`src/rtl/multi_cycle_control.sv`:
```
// multi_cycle_control: control FSM for the multicycle CPU.
// Steps each instruction through IF/ID/EXE/MEM/WB and decodes every datapath
// control from the current state, the IR opcode and the ALU zero flag.
// Ports:
//   CLK, Reset (async, active-low)   clock / reset
//   opcode[5:0], zero                IR[31:26] and ALU zero flag
//   PCWre, PCSrc[1:0]                PC load enable and next-PC select
//   InsMemRW, IRWre                  instruction fetch / IR load
//   ExtSel, ALUSrcA, ALUSrcB, ALUOp  immediate extension and ALU controls
//   RegWre, RegDst[1:0], WrRegDSrc   register file write controls
//   DBDataSrc, mRD, mWR              write-back source and data memory
//   state[2:0]                       current state, for debug
module multi_cycle_control (
  input  logic       CLK,
  input  logic       Reset,
  input  logic [5:0] opcode,
  input  logic       zero,
  output logic       PCWre,
  output logic [1:0] PCSrc,
  output logic       InsMemRW,
  output logic       IRWre,
  output logic       ExtSel,
  output logic       ALUSrcA,
  output logic       ALUSrcB,
  output logic [2:0] ALUOp,
  output logic       RegWre,
  output logic [1:0] RegDst,
  output logic       WrRegDSrc,
  output logic       DBDataSrc,
  output logic       mRD,
  output logic       mWR,
  output logic [2:0] state
);

  localparam int unsigned OpW    = 6;
  localparam int unsigned StateW = 3;
  localparam int unsigned AluW   = 3;

  localparam logic [OpW-1:0] OpAdd  = 6'b000000;
  localparam logic [OpW-1:0] OpSub  = 6'b000001;
  localparam logic [OpW-1:0] OpAddi = 6'b000010;
  localparam logic [OpW-1:0] OpOr   = 6'b010000;
  localparam logic [OpW-1:0] OpAnd  = 6'b010001;
  localparam logic [OpW-1:0] OpOri  = 6'b010010;
  localparam logic [OpW-1:0] OpSll  = 6'b011000;
  localparam logic [OpW-1:0] OpSlt  = 6'b100110;
  localparam logic [OpW-1:0] OpSw   = 6'b110000;
  localparam logic [OpW-1:0] OpLw   = 6'b110001;
  localparam logic [OpW-1:0] OpBeq  = 6'b110100;
  localparam logic [OpW-1:0] OpJ    = 6'b111000;
  localparam logic [OpW-1:0] OpJr   = 6'b111001;
  localparam logic [OpW-1:0] OpJal  = 6'b111010;
  localparam logic [OpW-1:0] OpHalt = 6'b111111;

  localparam logic [AluW-1:0] AluAdd = 3'b000;
  localparam logic [AluW-1:0] AluSub = 3'b001;
  localparam logic [AluW-1:0] AluSlt = 3'b010;
  localparam logic [AluW-1:0] AluSll = 3'b100;
  localparam logic [AluW-1:0] AluOr  = 3'b101;
  localparam logic [AluW-1:0] AluAnd = 3'b110;
  localparam logic [AluW-1:0] AluXor = 3'b111;

  localparam logic [1:0] PcNext   = 2'b00;
  localparam logic [1:0] PcBranch = 2'b01;
  localparam logic [1:0] PcReg    = 2'b10;
  localparam logic [1:0] PcJump   = 2'b11;

  localparam logic [1:0] DstRa = 2'b00;
  localparam logic [1:0] DstRt = 2'b01;
  localparam logic [1:0] DstRd = 2'b10;

  typedef enum logic [StateW-1:0] {
    sIF     = 3'b000,
    sID     = 3'b001,
    sEXE_LS = 3'b010,
    sMEM    = 3'b011,
    sWB_LD  = 3'b100,
    sEXE_BR = 3'b101,
    sEXE_AL = 3'b110,
    sWB_AL  = 3'b111
  } stateT;

  stateT curState;
  stateT nextState;

  logic            isAluOp;
  logic            isImmAlu;
  logic            isMemOp;
  logic            isJumpOp;
  logic            isIllegal;
  logic [AluW-1:0] aluOpSel;

  // State register; reset forces fetch immediately.
  always_ff @(posedge CLK or negedge Reset) begin
    if (!Reset) curState <= sIF;
    else        curState <= nextState;
  end

  // Opcode classification.
  always_comb begin
    isAluOp   = 1'b0;
    isImmAlu  = 1'b0;
    isMemOp   = 1'b0;
    isJumpOp  = 1'b0;
    isIllegal = 1'b0;
    aluOpSel  = AluAdd;
    case (opcode)
      OpAdd:  begin isAluOp = 1'b1; aluOpSel = AluAdd; end
      OpSub:  begin isAluOp = 1'b1; aluOpSel = AluSub; end
      OpAddi: begin isAluOp = 1'b1; isImmAlu = 1'b1; aluOpSel = AluAdd; end
      OpOr:   begin isAluOp = 1'b1; aluOpSel = AluOr; end
      OpAnd:  begin isAluOp = 1'b1; aluOpSel = AluAnd; end
      OpOri:  begin isAluOp = 1'b1; isImmAlu = 1'b1; aluOpSel = AluOr; end
      OpSll:  begin isAluOp = 1'b1; aluOpSel = AluSll; end
      OpSlt:  begin isAluOp = 1'b1; aluOpSel = AluSlt; end
      OpSw, OpLw:      isMemOp  = 1'b1;
      OpJ, OpJr, OpJal: isJumpOp = 1'b1;
      OpBeq, OpHalt:   ;
      default:         isIllegal = 1'b1;
    endcase
  end

  // Next-state logic.
  always_comb begin
    nextState = curState;
    case (curState)
      sIF: nextState = sID;
      sID: begin
        if (isJumpOp || isIllegal) nextState = sIF;
        else if (opcode == OpHalt) nextState = sID;
        else if (opcode == OpBeq)  nextState = sEXE_BR;
        else if (isMemOp)          nextState = sEXE_LS;
        else                       nextState = sEXE_AL;
      end
      sEXE_AL: nextState = sWB_AL;
      sWB_AL:  nextState = sIF;
      sEXE_BR: nextState = sIF;
      sEXE_LS: nextState = sMEM;
      sMEM:    nextState = (opcode == OpLw) ? sWB_LD : sIF;
      sWB_LD:  nextState = sIF;
      default: nextState = sIF;
    endcase
  end

  // Control decode; every output defaults to 0 and each state raises its own.
  always_comb begin
    PCWre     = 1'b0;
    PCSrc     = PcNext;
    InsMemRW  = 1'b0;
    IRWre     = 1'b0;
    ExtSel    = 1'b0;
    ALUSrcA   = 1'b0;
    ALUSrcB   = 1'b0;
    ALUOp     = AluAdd;
    RegWre    = 1'b0;
    RegDst    = DstRa;
    WrRegDSrc = 1'b0;
    DBDataSrc = 1'b0;
    mRD       = 1'b0;
    mWR       = 1'b0;
    case (curState)
      sIF: begin
        InsMemRW = 1'b1;
        IRWre    = 1'b1;
      end
      sID: begin
        ExtSel = (opcode != OpOri);
        case (opcode)
          OpJ: begin
            PCWre = 1'b1;
            PCSrc = PcJump;
          end
          OpJr: begin
            PCWre = 1'b1;
            PCSrc = PcReg;
          end
          OpJal: begin
            PCWre     = 1'b1;
            PCSrc     = PcJump;
            RegWre    = 1'b1;
            RegDst    = DstRa;
            WrRegDSrc = 1'b0;
          end
          default: begin
            // Unknown opcodes retire as a nop with a plain PC+4 step.
            if (isIllegal) begin
              PCWre = 1'b1;
              PCSrc = PcNext;
            end
          end
        endcase
      end
      sEXE_AL, sWB_AL: begin
        // ALU operand/operation controls stay stable across execute and write-back.
        ALUOp   = aluOpSel;
        ALUSrcA = (opcode == OpSll);
        ALUSrcB = isImmAlu;
        ExtSel  = (opcode != OpOri);
        if (curState == sWB_AL) begin
          RegWre    = 1'b1;
          WrRegDSrc = 1'b1;
          DBDataSrc = 1'b0;
          RegDst    = isImmAlu ? DstRt : DstRd;
          PCWre     = 1'b1;
          PCSrc     = PcNext;
        end
      end
      sEXE_BR: begin
        ALUOp   = AluXor;
        ALUSrcB = 1'b0;
        PCWre   = 1'b1;
        PCSrc   = zero ? PcBranch : PcNext;
      end
      sEXE_LS, sMEM: begin
        // Address computation held through the memory access.
        ALUOp   = AluAdd;
        ALUSrcB = 1'b1;
        ExtSel  = 1'b1;
        if (curState == sMEM) begin
          if (opcode == OpLw) begin
            mRD = 1'b1;
          end else begin
            mWR   = 1'b1;
            PCWre = 1'b1;
            PCSrc = PcNext;
          end
        end
      end
      sWB_LD: begin
        mRD       = 1'b1;
        RegWre    = 1'b1;
        RegDst    = DstRt;
        WrRegDSrc = 1'b1;
        DBDataSrc = 1'b1;
        PCWre     = 1'b1;
        PCSrc     = PcNext;
      end
      default: ;
    endcase
  end

  assign state = curState;

endmodule
```
`config.mk`:
```
export PLATFORM = sky130hd
export DESIGN_NAME = multi_cycle_control
export DESIGN_NICKNAME = d
export VERILOG_FILES = /design/src/rtl/multi_cycle_control.sv
export SDC_FILE = /design/constraint.sdc
export NUM_CORES = 1
export LEC_CHECK = 0
export ABC_AREA = 1
export BUFFER_PORTS_ARGS = -buffer_cell sky130_fd_sc_hd__buf_4
export CAP_MARGIN = 20
export CORE_MARGIN = 8
export CORE_UTILIZATION = 39
export CTS_CLUSTER_DIAMETER = 60
export CTS_CLUSTER_SIZE = 16
export DETAILED_ROUTE_END_ITERATION = 8
export GPL_TIMING_DRIVEN = 0
export MAX_ROUTING_LAYER = met4
export PLACE_DENSITY = 0.74
export SYNTH_ARGS = -nofsm -noshare
export SYNTH_HDL_FRONTEND = slang
export SYNTH_SLANG_ARGS = --single-unit
```
`constraint.sdc`:
```
create_clock -name CLK -period 1.22 [get_ports CLK]
set_input_delay 0.244 -clock CLK [delete_from_list [all_inputs] [get_ports CLK]]
set_output_delay 0.244 -clock CLK [all_outputs]
set_load 0.02 [all_outputs]
```
==> results.json <==
{
  "drc_errors": 0,
  "grt_pass1_wl_um": 3550,
  "grt_max_degree": 8,
  "fin_skew_ns": 0.00246,
  "internal-power_mw": 1.17,
  "drv_cap": 0,
  "p_leak_nw": 0.641,
  "wl_per_cell_um": 20.9,
  "numPlacedInstances": 149,
  "die_w_um": 53.8,
  "synthTopCellsByArea": "nand2_1 17%, dfrtp_1 13%, nor2_1 10%",
  "cts_max_level": 1,
  "via_per_inst": 6.30,
  "critPathArrivalTime_ns": 1.53,
  "cts_tree": "yes",
  "clock_sinks": 3,
  "dpl.hpwl_um": 1570,
  "synth_cell_types": 20,
  "clockRootBuffer": "clkbuf_4",
  "switchingPower_mw": 1.16,
  "die_area_mm2": 0.00290,
  "die_y_um": 53.8,
  "swShare": 0.497,
  "cpPeakStageDelay_ns": 0.19,
  "total_power_mw": 2.33,
  "r2r_slack_ns": -0.15,
  "worstSkewPairLatency_ns": 0.23,
  "track_usage": 0.161,
  "core_area_mm2": 0.00132,
  "setup_viol": 24,
  "ys_dominant_reg_cell": "dfrtp_1",
  "drive_gt1_frac": 0.671,
  "grt_overflow": 0,
  "cp-end-kind": "primary output",
  "worstPathRequired_ns": 0.98,
  "syn_area_um2": 558,
  "pwr-share-seq": 0.092,
  "synth_warnings": 0,
  "fmax_mhz": 564,
  "drt_iter0_markers": 68,
  "clockPowerShare": 0.075,
  "syn_inst": 105,
  "rows": 13,
  "cellPowerDensity_mw_per_mm2": 1830,
  "rsz0062_at_grt": "yes",
  "worstSetupPathType": "input pin to primary output",
  "worst_r2r_endpoint": "state[2]$_DFF_PN0_",
  "slew_viol_final": 0,
  "worst_slack_ns": -0.553,
  "combPwrFrac": 0.833,
  "grt_pass1_vias": 830,
  "violations": "negative setup slack",
  "clkTransAtPathRegs_ns": 0.04,
  "clk_path_buf_depth": 2,
  "firstDrtPassIters": 5,
  "postRouteAntennaNets": 0,
  "fin_crit_ns": 1.77,
  "final.period_utilization": 1.45,
  "netlist.area_leader.share": 0.175,
  "outcome": "finished, violations left",
  "synthToLayoutAreaGrowth_pct": 129,
  "worstSetupStartpointType": "input pin",
  "rr_startpoint": "state[1]$_DFF_PN0_",
  "gp_congestion": 0.924,
  "io_pins": 30,
  "synth_edf_count": 0,
  "critPathSlowestCell": "nand3_1",
  "synth.most_common_cell": "nand2_1",
  "antenna_found_initial": 0,
  "hold_viol": 0,
  "fin_nets": 168,
  "r2r_cells": 9,
  "cp_common_cell": "nand2_1",
  "port_buffers": 29,
  "ys_seq_elements": 3,
  "cp_cell_sequence": "buf_4 > inv_1 > nor2_1 > nand3_1 > nand2_1 > nor2_1 > nand2_2 > nand2_1 > nand2_1 > nand2_2 > buf_4",
  "vias": 1097,
  "postSynthAreaPerCell_um2": 5.31,
  "vdd_drop_max_v": 0.00187,
  "cts_buffers": 3,
  "synth.largest_area_cell": "nand2_1",
  "synth_nets": 114,
  "fillers": 20,
  "start_util": 0.424,
  "path_max_fanout": 4,
  "hp-class": "input pin to asynchronous set/reset pin",
  "largest_reg_flops": 3,
  "fin_cells": 174,
  "worstMarginPinSlew_ns": 0.259,
  "max-slew-margin-rel": 0.827,
  "seq_area_frac_synth": 0.135,
  "finalWirelength_um": 3640,
  "post-route-util": 0.971,
  "async_flop_share": 1.00,
  "synth_commonest_cells": "26 x nand2_1, 15 x nor2_1, 14 x inv_1"
}
==> critical path, delay by kind of cell <==
family,cells,cell delay [ns]
buf+inv,3,0.42
simple gates,8,0.86
==> cell families after synthesis <==
family,Yosys count,share of synthesized area
buffers and inverters,19,0.152
AOI/OAI and AO/OA,15,0.150
and+or+nand+nor,68,0.563
DFF,3,0.135
==> how the worst max path moves through the flow <==
stage                                  start     end  slack, ns  cells past startpoint
final                              opcode[3]   PCWre      -0.55                     11
after global routing      state[1]$_DFF_PN0_  RegWre      -0.61                      8
after CTS                 state[1]$_DFF_PN0_   PCWre      -0.41                      8
after detailed placement  state[1]$_DFF_PN0_  RegWre      -0.44                      8
after global placement    state[1]$_DFF_PN0_  RegWre      -0.41                      8
after floorplan           state[2]$_DFF_PN0_  RegWre      -0.29                      6
==> layout by cell type, fill, tap and decap left out, types with 6 or more instances in the layout <==
master   Yosys  routed
nand2_1     26      16
nor2_4       0       7
nand3_1     10       8
nor2_1      15      10
nand2_2      3      10
buf_6        0      26
o21ai_2      0       6
inv_1       14       8
inv_2        3       7
buf_4        1      23
==> routing by layer <==
layer	vias up	share of wire	routed length, µm	track usage
met5	-	0	0	-
met4	0	0.054	197	0.0252
met3	32	0.12	434	0.0193
met2	110	0.51	1860	0.305
met1	509	0.31	1150	0.176
li1	446	-	-	-
==> cell type report <==
class                           instances  area (µm²)  share of cell area
Timing Repair Buffer                   49         468               0.366
Inverter                               17        70.1              0.0548
Clock buffer                            4        26.3              0.0205
Multi-Input combinational cell         83         592               0.463
Antenna cell                            1        2.50             0.00196
Buffer                                  2        22.5              0.0176
Sequential cell                         3        78.8              0.0616
Tap cell                               15        18.8              0.0147
==> timing repair <==
item                                    in CTS  in global routing
hold endpoints to repair                     3                  0
resized for setup                           18                 44
hold buffers                                 1                  0
buffers inserted                             9                 11
pin swaps                                    4                 11
endpoints found under the setup margin      20                 22
cloned                                       1                  0
==> power groups by stage <==
stage | Sequential [mW] | Clock, mW | Combinational [mW]
after floorplan | 0.251 | 0 | 0.678
after global placement | 0.220 | 0 | 1.13
after detailed placement | 0.221 | 0 | 1.14
after CTS | 0.180 | 0.171 | 1.53
after global routing | 0.213 | 0.189 | 2.03
final | 0.215 | 0.175 | 1.95
==> stage by stage <==
step | setup WS (ns) | cell area [µm²] | setup TNS [ns] | hold WS (ns)
3_3_place_gp | -0.414 | 878 | -2.81 | 0.0324
4_1_cts | -0.414 | 1060 | -5.49 | 0.337
6_report | -0.553 | 1280 | -7.15 | 0.416
5_1_grt | -0.613 | 1280 | -7.88 | 0.407
3_5_place_dp | -0.439 | 878 | -2.92 | 0.0342
2_1_floorplan | -0.288 | 642 | -1.67 | -0.0516
Power figures use the tool's default switching activity.
